--- src/rtl/mips_core_ctrl_exec_if.sv ---
// Signal bundle between the single-cycle MIPS top level and its control/execute core:
// PC load path, fetched instruction, ALU operands/results and decoded control strobes.
interface mips_core_ctrl_exec_if;
  logic        pc_en;
  logic [31:0] pc_next;
  logic [31:0] pc;
  logic [31:0] instr;
  logic [31:0] alu_x;
  logic [31:0] alu_y;
  logic [31:0] alu_r1;
  logic [31:0] alu_r2;
  logic        alu_eq;
  logic [3:0]  aluop;
  logic        reg_dst;
  logic        reg_we;
  logic        branch;
  logic        jump;
  logic        mem_we;
  logic        mem_to_reg;
  logic        alu_src;
  logic        shift;
  logic        equ;
  logic        jump_reg;
  logic        jal;
  logic        usign;
  logic        sys;
  logic        shift_var;
  logic        load_imm;
  logic        store_half;

  modport master (
    output pc_en, pc_next, instr, alu_x, alu_y,
    input  pc, alu_r1, alu_r2, alu_eq, aluop,
    input  reg_dst, reg_we, branch, jump, mem_we, mem_to_reg, alu_src, shift,
    input  equ, jump_reg, jal, usign, sys, shift_var, load_imm, store_half
  );

  modport slave (
    input  pc_en, pc_next, instr, alu_x, alu_y,
    output pc, alu_r1, alu_r2, alu_eq, aluop,
    output reg_dst, reg_we, branch, jump, mem_we, mem_to_reg, alu_src, shift,
    output equ, jump_reg, jal, usign, sys, shift_var, load_imm, store_half
  );
endinterface

--- src/rtl/mips_core_ctrl_exec.sv ---
// Single-cycle MIPS control/execute core: falling-edge PC register, combinational
// instruction decoder and 32-bit ALU driven by the decoded aluop.
module mips_core_ctrl_exec (
  input  logic                     clk,
  input  logic                     rst_n,
  mips_core_ctrl_exec_if.slave     bus
);

  logic [5:0] op;
  logic [5:0] funct;
  logic       unused_instr_bits;

  assign op                = bus.instr[31:26];
  assign funct             = bus.instr[5:0];
  assign unused_instr_bits = ^bus.instr[25:6];

  // PC register: loads on the falling edge so the next instruction settles in the high phase
  always_ff @(negedge clk or negedge rst_n) begin
    if (!rst_n)          bus.pc <= '0;
    else if (bus.pc_en)  bus.pc <= bus.pc_next;
  end

  always_comb begin
    bus.reg_dst    = 1'b0;
    bus.reg_we     = 1'b0;
    bus.branch     = 1'b0;
    bus.jump       = 1'b0;
    bus.mem_we     = 1'b0;
    bus.mem_to_reg = 1'b0;
    bus.alu_src    = 1'b0;
    bus.shift      = 1'b0;
    bus.equ        = 1'b0;
    bus.jump_reg   = 1'b0;
    bus.jal        = 1'b0;
    bus.usign      = 1'b0;
    bus.sys        = 1'b0;
    bus.shift_var  = 1'b0;
    bus.load_imm   = 1'b0;
    bus.store_half = 1'b0;
    bus.aluop      = 4'd5;
    case (op)
      6'h00: begin
        bus.reg_dst = 1'b1;
        bus.reg_we  = 1'b1;
        case (funct)
          6'h00: begin bus.shift = 1'b1; bus.aluop = 4'd0; end
          6'h03: begin bus.shift = 1'b1; bus.aluop = 4'd1; end
          6'h02: begin bus.shift = 1'b1; bus.aluop = 4'd2; end
          6'h04: begin bus.shift = 1'b1; bus.shift_var = 1'b1; bus.aluop = 4'd0; end
          6'h07: begin bus.shift = 1'b1; bus.shift_var = 1'b1; bus.aluop = 4'd1; end
          6'h06: begin bus.shift = 1'b1; bus.shift_var = 1'b1; bus.aluop = 4'd2; end
          6'h20, 6'h21: bus.aluop = 4'd5;
          6'h22, 6'h23: bus.aluop = 4'd6;
          6'h24: bus.aluop = 4'd7;
          6'h25: bus.aluop = 4'd8;
          6'h26: bus.aluop = 4'd9;
          6'h27: bus.aluop = 4'd10;
          6'h2A: bus.aluop = 4'd11;
          6'h2B: bus.aluop = 4'd12;
          6'h08: begin bus.jump_reg = 1'b1; bus.reg_we = 1'b0; bus.reg_dst = 1'b0; end
          6'h0C: begin bus.sys = 1'b1; bus.reg_we = 1'b0; bus.reg_dst = 1'b0; end
          default: begin bus.reg_we = 1'b0; bus.reg_dst = 1'b0; end
        endcase
      end
      6'h08, 6'h09: begin bus.alu_src = 1'b1; bus.reg_we = 1'b1; bus.aluop = 4'd5; end
      6'h0A: begin bus.alu_src = 1'b1; bus.reg_we = 1'b1; bus.aluop = 4'd11; end
      6'h0B: begin bus.alu_src = 1'b1; bus.reg_we = 1'b1; bus.aluop = 4'd12; end
      6'h0C: begin bus.alu_src = 1'b1; bus.reg_we = 1'b1; bus.usign = 1'b1; bus.aluop = 4'd7; end
      6'h0D: begin bus.alu_src = 1'b1; bus.reg_we = 1'b1; bus.usign = 1'b1; bus.aluop = 4'd8; end
      6'h0E: begin bus.alu_src = 1'b1; bus.reg_we = 1'b1; bus.usign = 1'b1; bus.aluop = 4'd9; end
      6'h0F: begin bus.load_imm = 1'b1; bus.reg_we = 1'b1; end
      6'h23: begin bus.alu_src = 1'b1; bus.mem_to_reg = 1'b1; bus.reg_we = 1'b1; end
      6'h2B: begin bus.alu_src = 1'b1; bus.mem_we = 1'b1; end
      6'h29: begin bus.alu_src = 1'b1; bus.mem_we = 1'b1; bus.store_half = 1'b1; end
      6'h04: begin bus.branch = 1'b1; bus.equ = 1'b1; bus.aluop = 4'd6; end
      6'h05: begin bus.branch = 1'b1; bus.aluop = 4'd6; end
      6'h02: bus.jump = 1'b1;
      6'h03: begin bus.jump = 1'b1; bus.jal = 1'b1; bus.reg_we = 1'b1; end
      default: ;
    endcase
  end

  logic signed [31:0] xs;
  logic signed [31:0] ys;
  logic signed [63:0] xw;
  logic signed [63:0] yw;
  logic signed [63:0] prod;
  logic signed [31:0] quo;
  logic signed [31:0] rem;
  logic        [4:0]  shamt;

  assign xs    = bus.alu_x;
  assign ys    = bus.alu_y;
  assign xw    = {{32{bus.alu_x[31]}}, bus.alu_x};
  assign yw    = {{32{bus.alu_y[31]}}, bus.alu_y};
  assign prod  = xw * yw;
  assign shamt = bus.alu_y[4:0];

  // Divide-by-zero and the INT_MIN/-1 overflow are pinned to defined results
  always_comb begin
    if (ys == 32'sd0) begin
      quo = -32'sd1;
      rem = xs;
    end else if (bus.alu_x == 32'h8000_0000 && bus.alu_y == 32'hFFFF_FFFF) begin
      quo = xs;
      rem = 32'sd0;
    end else begin
      quo = xs / ys;
      rem = xs % ys;
    end
  end

  always_comb begin
    bus.alu_r1 = '0;
    bus.alu_r2 = '0;
    case (bus.aluop)
      4'd0:  bus.alu_r1 = bus.alu_x << shamt;
      4'd1:  bus.alu_r1 = xs >>> shamt;
      4'd2:  bus.alu_r1 = bus.alu_x >> shamt;
      4'd3:  begin bus.alu_r1 = prod[31:0]; bus.alu_r2 = prod[63:32]; end
      4'd4:  begin bus.alu_r1 = quo; bus.alu_r2 = rem; end
      4'd5:  bus.alu_r1 = bus.alu_x + bus.alu_y;
      4'd6:  bus.alu_r1 = bus.alu_x - bus.alu_y;
      4'd7:  bus.alu_r1 = bus.alu_x & bus.alu_y;
      4'd8:  bus.alu_r1 = bus.alu_x | bus.alu_y;
      4'd9:  bus.alu_r1 = bus.alu_x ^ bus.alu_y;
      4'd10: bus.alu_r1 = ~(bus.alu_x | bus.alu_y);
      4'd11: bus.alu_r1 = {31'd0, xs < ys};
      4'd12: bus.alu_r1 = {31'd0, bus.alu_x < bus.alu_y};
      default: ;
    endcase
  end

  assign bus.alu_eq = (bus.alu_x == bus.alu_y);

endmodule

--- src/flat_wrapper.sv ---
// flat-port wrapper written by rule: the top's interface ports become plain ports
module mips_core_ctrl_exec_flat 
  (clk, rst_n, bus_pc_en, bus_pc_next, bus_instr, bus_alu_x, bus_alu_y, bus_pc, bus_alu_r1, bus_alu_r2, bus_alu_eq, bus_aluop, bus_reg_dst, bus_reg_we, bus_branch, bus_jump, bus_mem_we, bus_mem_to_reg, bus_alu_src, bus_shift, bus_equ, bus_jump_reg, bus_jal, bus_usign, bus_sys, bus_shift_var, bus_load_imm, bus_store_half);
  mips_core_ctrl_exec_if bus_i ();
  input  logic clk;
  input  logic rst_n;
  input wire logic [$bits(bus_i.pc_en)-1:0] bus_pc_en;
  input wire logic [$bits(bus_i.pc_next)-1:0] bus_pc_next;
  input wire logic [$bits(bus_i.instr)-1:0] bus_instr;
  input wire logic [$bits(bus_i.alu_x)-1:0] bus_alu_x;
  input wire logic [$bits(bus_i.alu_y)-1:0] bus_alu_y;
  output wire logic [$bits(bus_i.pc)-1:0] bus_pc;
  output wire logic [$bits(bus_i.alu_r1)-1:0] bus_alu_r1;
  output wire logic [$bits(bus_i.alu_r2)-1:0] bus_alu_r2;
  output wire logic [$bits(bus_i.alu_eq)-1:0] bus_alu_eq;
  output wire logic [$bits(bus_i.aluop)-1:0] bus_aluop;
  output wire logic [$bits(bus_i.reg_dst)-1:0] bus_reg_dst;
  output wire logic [$bits(bus_i.reg_we)-1:0] bus_reg_we;
  output wire logic [$bits(bus_i.branch)-1:0] bus_branch;
  output wire logic [$bits(bus_i.jump)-1:0] bus_jump;
  output wire logic [$bits(bus_i.mem_we)-1:0] bus_mem_we;
  output wire logic [$bits(bus_i.mem_to_reg)-1:0] bus_mem_to_reg;
  output wire logic [$bits(bus_i.alu_src)-1:0] bus_alu_src;
  output wire logic [$bits(bus_i.shift)-1:0] bus_shift;
  output wire logic [$bits(bus_i.equ)-1:0] bus_equ;
  output wire logic [$bits(bus_i.jump_reg)-1:0] bus_jump_reg;
  output wire logic [$bits(bus_i.jal)-1:0] bus_jal;
  output wire logic [$bits(bus_i.usign)-1:0] bus_usign;
  output wire logic [$bits(bus_i.sys)-1:0] bus_sys;
  output wire logic [$bits(bus_i.shift_var)-1:0] bus_shift_var;
  output wire logic [$bits(bus_i.load_imm)-1:0] bus_load_imm;
  output wire logic [$bits(bus_i.store_half)-1:0] bus_store_half;
  assign bus_i.pc_en = bus_pc_en;
  assign bus_i.pc_next = bus_pc_next;
  assign bus_i.instr = bus_instr;
  assign bus_i.alu_x = bus_alu_x;
  assign bus_i.alu_y = bus_alu_y;
  assign bus_pc = bus_i.pc;
  assign bus_alu_r1 = bus_i.alu_r1;
  assign bus_alu_r2 = bus_i.alu_r2;
  assign bus_alu_eq = bus_i.alu_eq;
  assign bus_aluop = bus_i.aluop;
  assign bus_reg_dst = bus_i.reg_dst;
  assign bus_reg_we = bus_i.reg_we;
  assign bus_branch = bus_i.branch;
  assign bus_jump = bus_i.jump;
  assign bus_mem_we = bus_i.mem_we;
  assign bus_mem_to_reg = bus_i.mem_to_reg;
  assign bus_alu_src = bus_i.alu_src;
  assign bus_shift = bus_i.shift;
  assign bus_equ = bus_i.equ;
  assign bus_jump_reg = bus_i.jump_reg;
  assign bus_jal = bus_i.jal;
  assign bus_usign = bus_i.usign;
  assign bus_sys = bus_i.sys;
  assign bus_shift_var = bus_i.shift_var;
  assign bus_load_imm = bus_i.load_imm;
  assign bus_store_half = bus_i.store_half;
  mips_core_ctrl_exec u_core (.clk(clk), .rst_n(rst_n), .bus(bus_i));
endmodule
--- config.mk ---
export PLATFORM = sky130hd
export DESIGN_NAME = mips_core_ctrl_exec_flat
export DESIGN_NICKNAME = d
export VERILOG_FILES = /design/src/rtl/mips_core_ctrl_exec_if.sv /design/src/rtl/mips_core_ctrl_exec.sv /design/src/flat_wrapper.sv
export SDC_FILE = /design/constraint.sdc
export NUM_CORES = 1
export LEC_CHECK = 0
export ABC_AREA = 0
export CAP_MARGIN = 20
export CORE_AREA = 2 2 149 151
export DETAILED_ROUTE_END_ITERATION = 12
export DIE_AREA = 0 0 151 153
export PLACE_DENSITY = 0.79
export SLEW_MARGIN = 20
export SYNTH_ARGS = -nofsm -noshare
export SYNTH_HDL_FRONTEND = slang
export SYNTH_SLANG_ARGS = --single-unit
export TNS_END_PERCENT = 10
--- constraint.sdc ---
create_clock -name clk -period 12.15 [get_ports clk]
set_input_delay 3.645 -clock clk [delete_from_list [all_inputs] [get_ports clk]]
set_output_delay 3.645 -clock clk [all_outputs]
set_load 0.05 [all_outputs]
==> impl_metrics.json <==
{
  "cts_buffer_depth": 2,
  "fin_util_pct": 59.29,
  "drt_iter0_drc": 1644,
  "dieArea_um2": 23100,
  "status": "finished, final reports clean",
  "synth_area_um2": 9973,
  "cts_buffers": 5,
  "clk_pin_slew_ns": 0.04,
  "synth.area.top_cells": "ha_1, dfrtn_1, o21ai_0",
  "cp_data_arrival_time_ns": 8.36,
  "path_max_fanout": 3,
  "root_buffer": "clkbuf_16",
  "cts_hold_buf": 0,
  "power_mw": 1.018,
  "p_switching_uw": 513.5,
  "p_sw_share_pct": 50.46,
  "nets": 1893,
  "top_regs": "u_core.bus.pc (32)",
  "rows": 54,
  "route.detailed.drc": 0,
  "stdcell_count": 1944,
  "drv_slew": 0,
  "numPortBuffers": 195,
  "num_vias": 12560,
  "area_growth_pct": 27.74,
  "netlist_instances": 1543,
  "finClkSkew_ns": 0,
  "largest_register": "u_core.bus.pc",
  "wirelength_um": 46060,
  "power_leakage_nw": 5.592,
  "antenna_found_initial": 3,
  "final_cell_mix": "nor2_1, clkdlybuf4s50_1, o21ai_0",
  "grt_max_degree": 95,
  "path_cells": "clkdlybuf4s50_1, ha_1, fa_1, a21o_1, a21oi_2, o21bai_1, a21o_1, a21oi_2, o21ai_2, a2111oi_2, o21ai_0, o21ai_1, o21ai_0, a22oi_1, a21oi_1, a21o_1, a2111oi_2, buf_4, a21boi_0, o21ai_2, buf_12",
  "netlist.area_leader.share_pct": 12.17,
  "p_int_uw": 504.2,
  "yosys_warnings": 0,
  "grt_pass1_wl_um": 68950,
  "worst_ir_drop_vdd_mv": 0.1210,
  "hold_viol_final": 0,
  "setup_viol": 0,
  "p_clk_share_pct": 14.8,
  "io_pins": 248,
  "cp_data_required_time_ns": 8.50,
  "cp_top_family": "compound AO/OA/AOI/OAI gates",
  "min_path_type": "flop to flop",
  "ys_ff_latch": 32,
  "startpoint_type": "primary input",
  "start_util_pct": 46.42,
  "diodes": 0,
  "dr.pass1.iters": 8,
  "dp_hpwl_um": 35720,
  "synth_flop_cell": "dfrtn_1",
  "synth_area_leader_cell": "ha_1",
  "powerDensity_nw_per_um2": 79.89,
  "relSlewSlack_pct": 41.68,
  "htreeDepth": 2,
  "largest_reg_flops": 32,
  "fillCellCount": 1976,
  "finalCritPeriodShare_pct": 98.80,
  "drtAntennaViolNets": 0,
  "clock-sinks": 32,
  "core_area_um2": 21490,
  "critPathKind": "primary input to output pin",
  "overflow": 0,
  "first_global_vias": 11830,
  "synth_edf_count": 0,
  "die_y_um": 153,
  "tritoncts": "done",
  "critPathCaptureType": "output pin",
  "chipWidth_um": 151,
  "worst_pin_slew_ns": 0.8748,
  "synth-async-reset-ratio_pct": 100.0,
  "synth_area_per_cell_um2": 6.464,
  "p_comb_share_pct": 73.0,
  "place.gp.congestion": 1.056,
  "synth.yosys.seq_area_share_pct": 8.029,
  "synthDistinctLibCells": 67,
  "finalCriticalPeriod_ns": 12.00,
  "grt_setup_unrepaired": "true",
  "critical_path.max_stage_delay_ns": 0.43,
  "drv_cap": 0,
  "final_common_cell": "nor2_1",
  "post_drt_wl_per_cell_um": 23.69,
  "drive_above_1_share_pct": 14.66,
  "routed_via_density": 6.460,
  "pwr-share-seq_pct": 12.2,
  "grt_usage_pct": 38.51,
  "crit_buf_inv": 3,
  "path_common_cell": "a21o_1",
  "fmax_ghz": 0.08331,
  "crit_path_top_delay_cell": "clkdlybuf4s50_1",
  "clk_latency_ns": 0.30,
  "placedCellCount": 1921
}
==> final cells by class <==
class / count / area (um2) / share of cell area (%)
Multi-Input combinational cell: 1214 / 8083 / 63.45
Timing Repair Buffer: 302 / 2918 / 22.90
Tap cell: 280 / 350.3 / 2.750
Clock inverter: 1 / 30.03 / 0.2357
Clock buffer: 7 / 152.6 / 1.198
Sequential cell: 32 / 800.8 / 6.286
Inverter: 108 / 405.4 / 3.182
==> power groups by stage <==
stage / sequential, mW / clock, mW / combinational, mW
final: 0.124 / 0.150 / 0.743
after global routing: 0.126 / 0.157 / 0.781
after CTS: 0.124 / 0.154 / 0.718
after detailed placement: 0.126 / 0 / 0.704
after global placement: 0.125 / 0 / 0.701
after floorplan: 0.164 / 0 / 0.404
==> final timing paths <==
path                                            endpoint  cells past startpoint                          from  slack (ns)
setup reg to reg            u_core.bus.pc[3]$_DFFE_NN0P_                      1  u_core.bus.pc[3]$_DFFE_NN0P_       11.38
hold reg to reg             u_core.bus.pc[2]$_DFFE_NN0P_                      1  u_core.bus.pc[2]$_DFFE_NN0P_        0.45
hold / removal              u_core.bus.pc[2]$_DFFE_NN0P_                      1  u_core.bus.pc[2]$_DFFE_NN0P_        0.45
max in group asynchronous  u_core.bus.pc[18]$_DFFE_NN0P_                      2                         rst_n        2.12
setup / recovery                          bus_alu_r1[30]                     21                  bus_alu_x[0]        0.15
min in group asynchronous  u_core.bus.pc[20]$_DFFE_NN0P_                      2                         rst_n        9.69
==> stage by stage <==
step	worst slack, ns	cell area (um2)	hold slack, ns	TNS (ns)
finish	0.1461	12740	0.4546	0
global route	-0.03242	12740	0.4674	-0.04923
CTS	0.004329	12670	0.4549	0
detailed placement	-0.2753	12340	0.4579	-0.8619
global placement	-0.2861	12340	0.4486	-0.9441
floorplan	-0.1835	10120	0.8280	-0.7137
==> cell families after synthesis <==
family / synth area share [%]
AO/OA/AOI/OAI: 33.53
AND/OR/NAND/NOR: 19.41
buffers and inverters: 13.61
multiplexers: 12.46
adder cells (fa/ha/maj): 12.57
flip-flops: 8.029
XOR/XNOR: 0.3513
other: 0.03760
==> what timing repair did <==
item	CTS	global route
gates resized for setup	14	17
pin swaps	4	9
endpoints found under the setup margin	6	8
setup buffers	14	1
==> Yosys cell counts (5+ instances only) <==
library cell  instances
a31oi_1              11
a21o_1               15
nand2b_1              6
or3_1                22
nand4_1               7
nor2_1              175
o311ai_0              6
o21bai_1             15
clkinv_1             22
a211o_1               9
a221oi_1             20
inv_1                78
mux2i_1              69
o21ai_0             153
inv_2                 8
mux4_2                8
a221o_1              11
buf_4                32
buf_2                 5
o21a_1                8
nor2b_1               7
o22ai_1              18
o31ai_1               6
nor4_1                7
a22oi_1              14
and3_1                7
mux2_2               33
o2111ai_1            12
dfrtn_1              32
or2_2                 6
clkbuf_1            151
nand3_1              28
a21oi_1             135
o211ai_1             32
ha_1                 97
buf_1                32
a211oi_1             10
nor3_1               29
nand2_1             139
a2111oi_0             9
o221ai_1             15
==> routing by layer <==
| layer | up-vias | wire (um) | GRT usage (%) |
|---|---|---|---|
| li1 | 5666 | - | - |
| met1 | 5759 | 17670 | 51.62 |
| met2 | 955 | 19100 | 56.45 |
| met3 | 178 | 6658 | 11.28 |
| met4 | 0 | 2626 | 18.20 |
| met5 | - | 0 | 0 |
(Power assumes the default switching activity.)
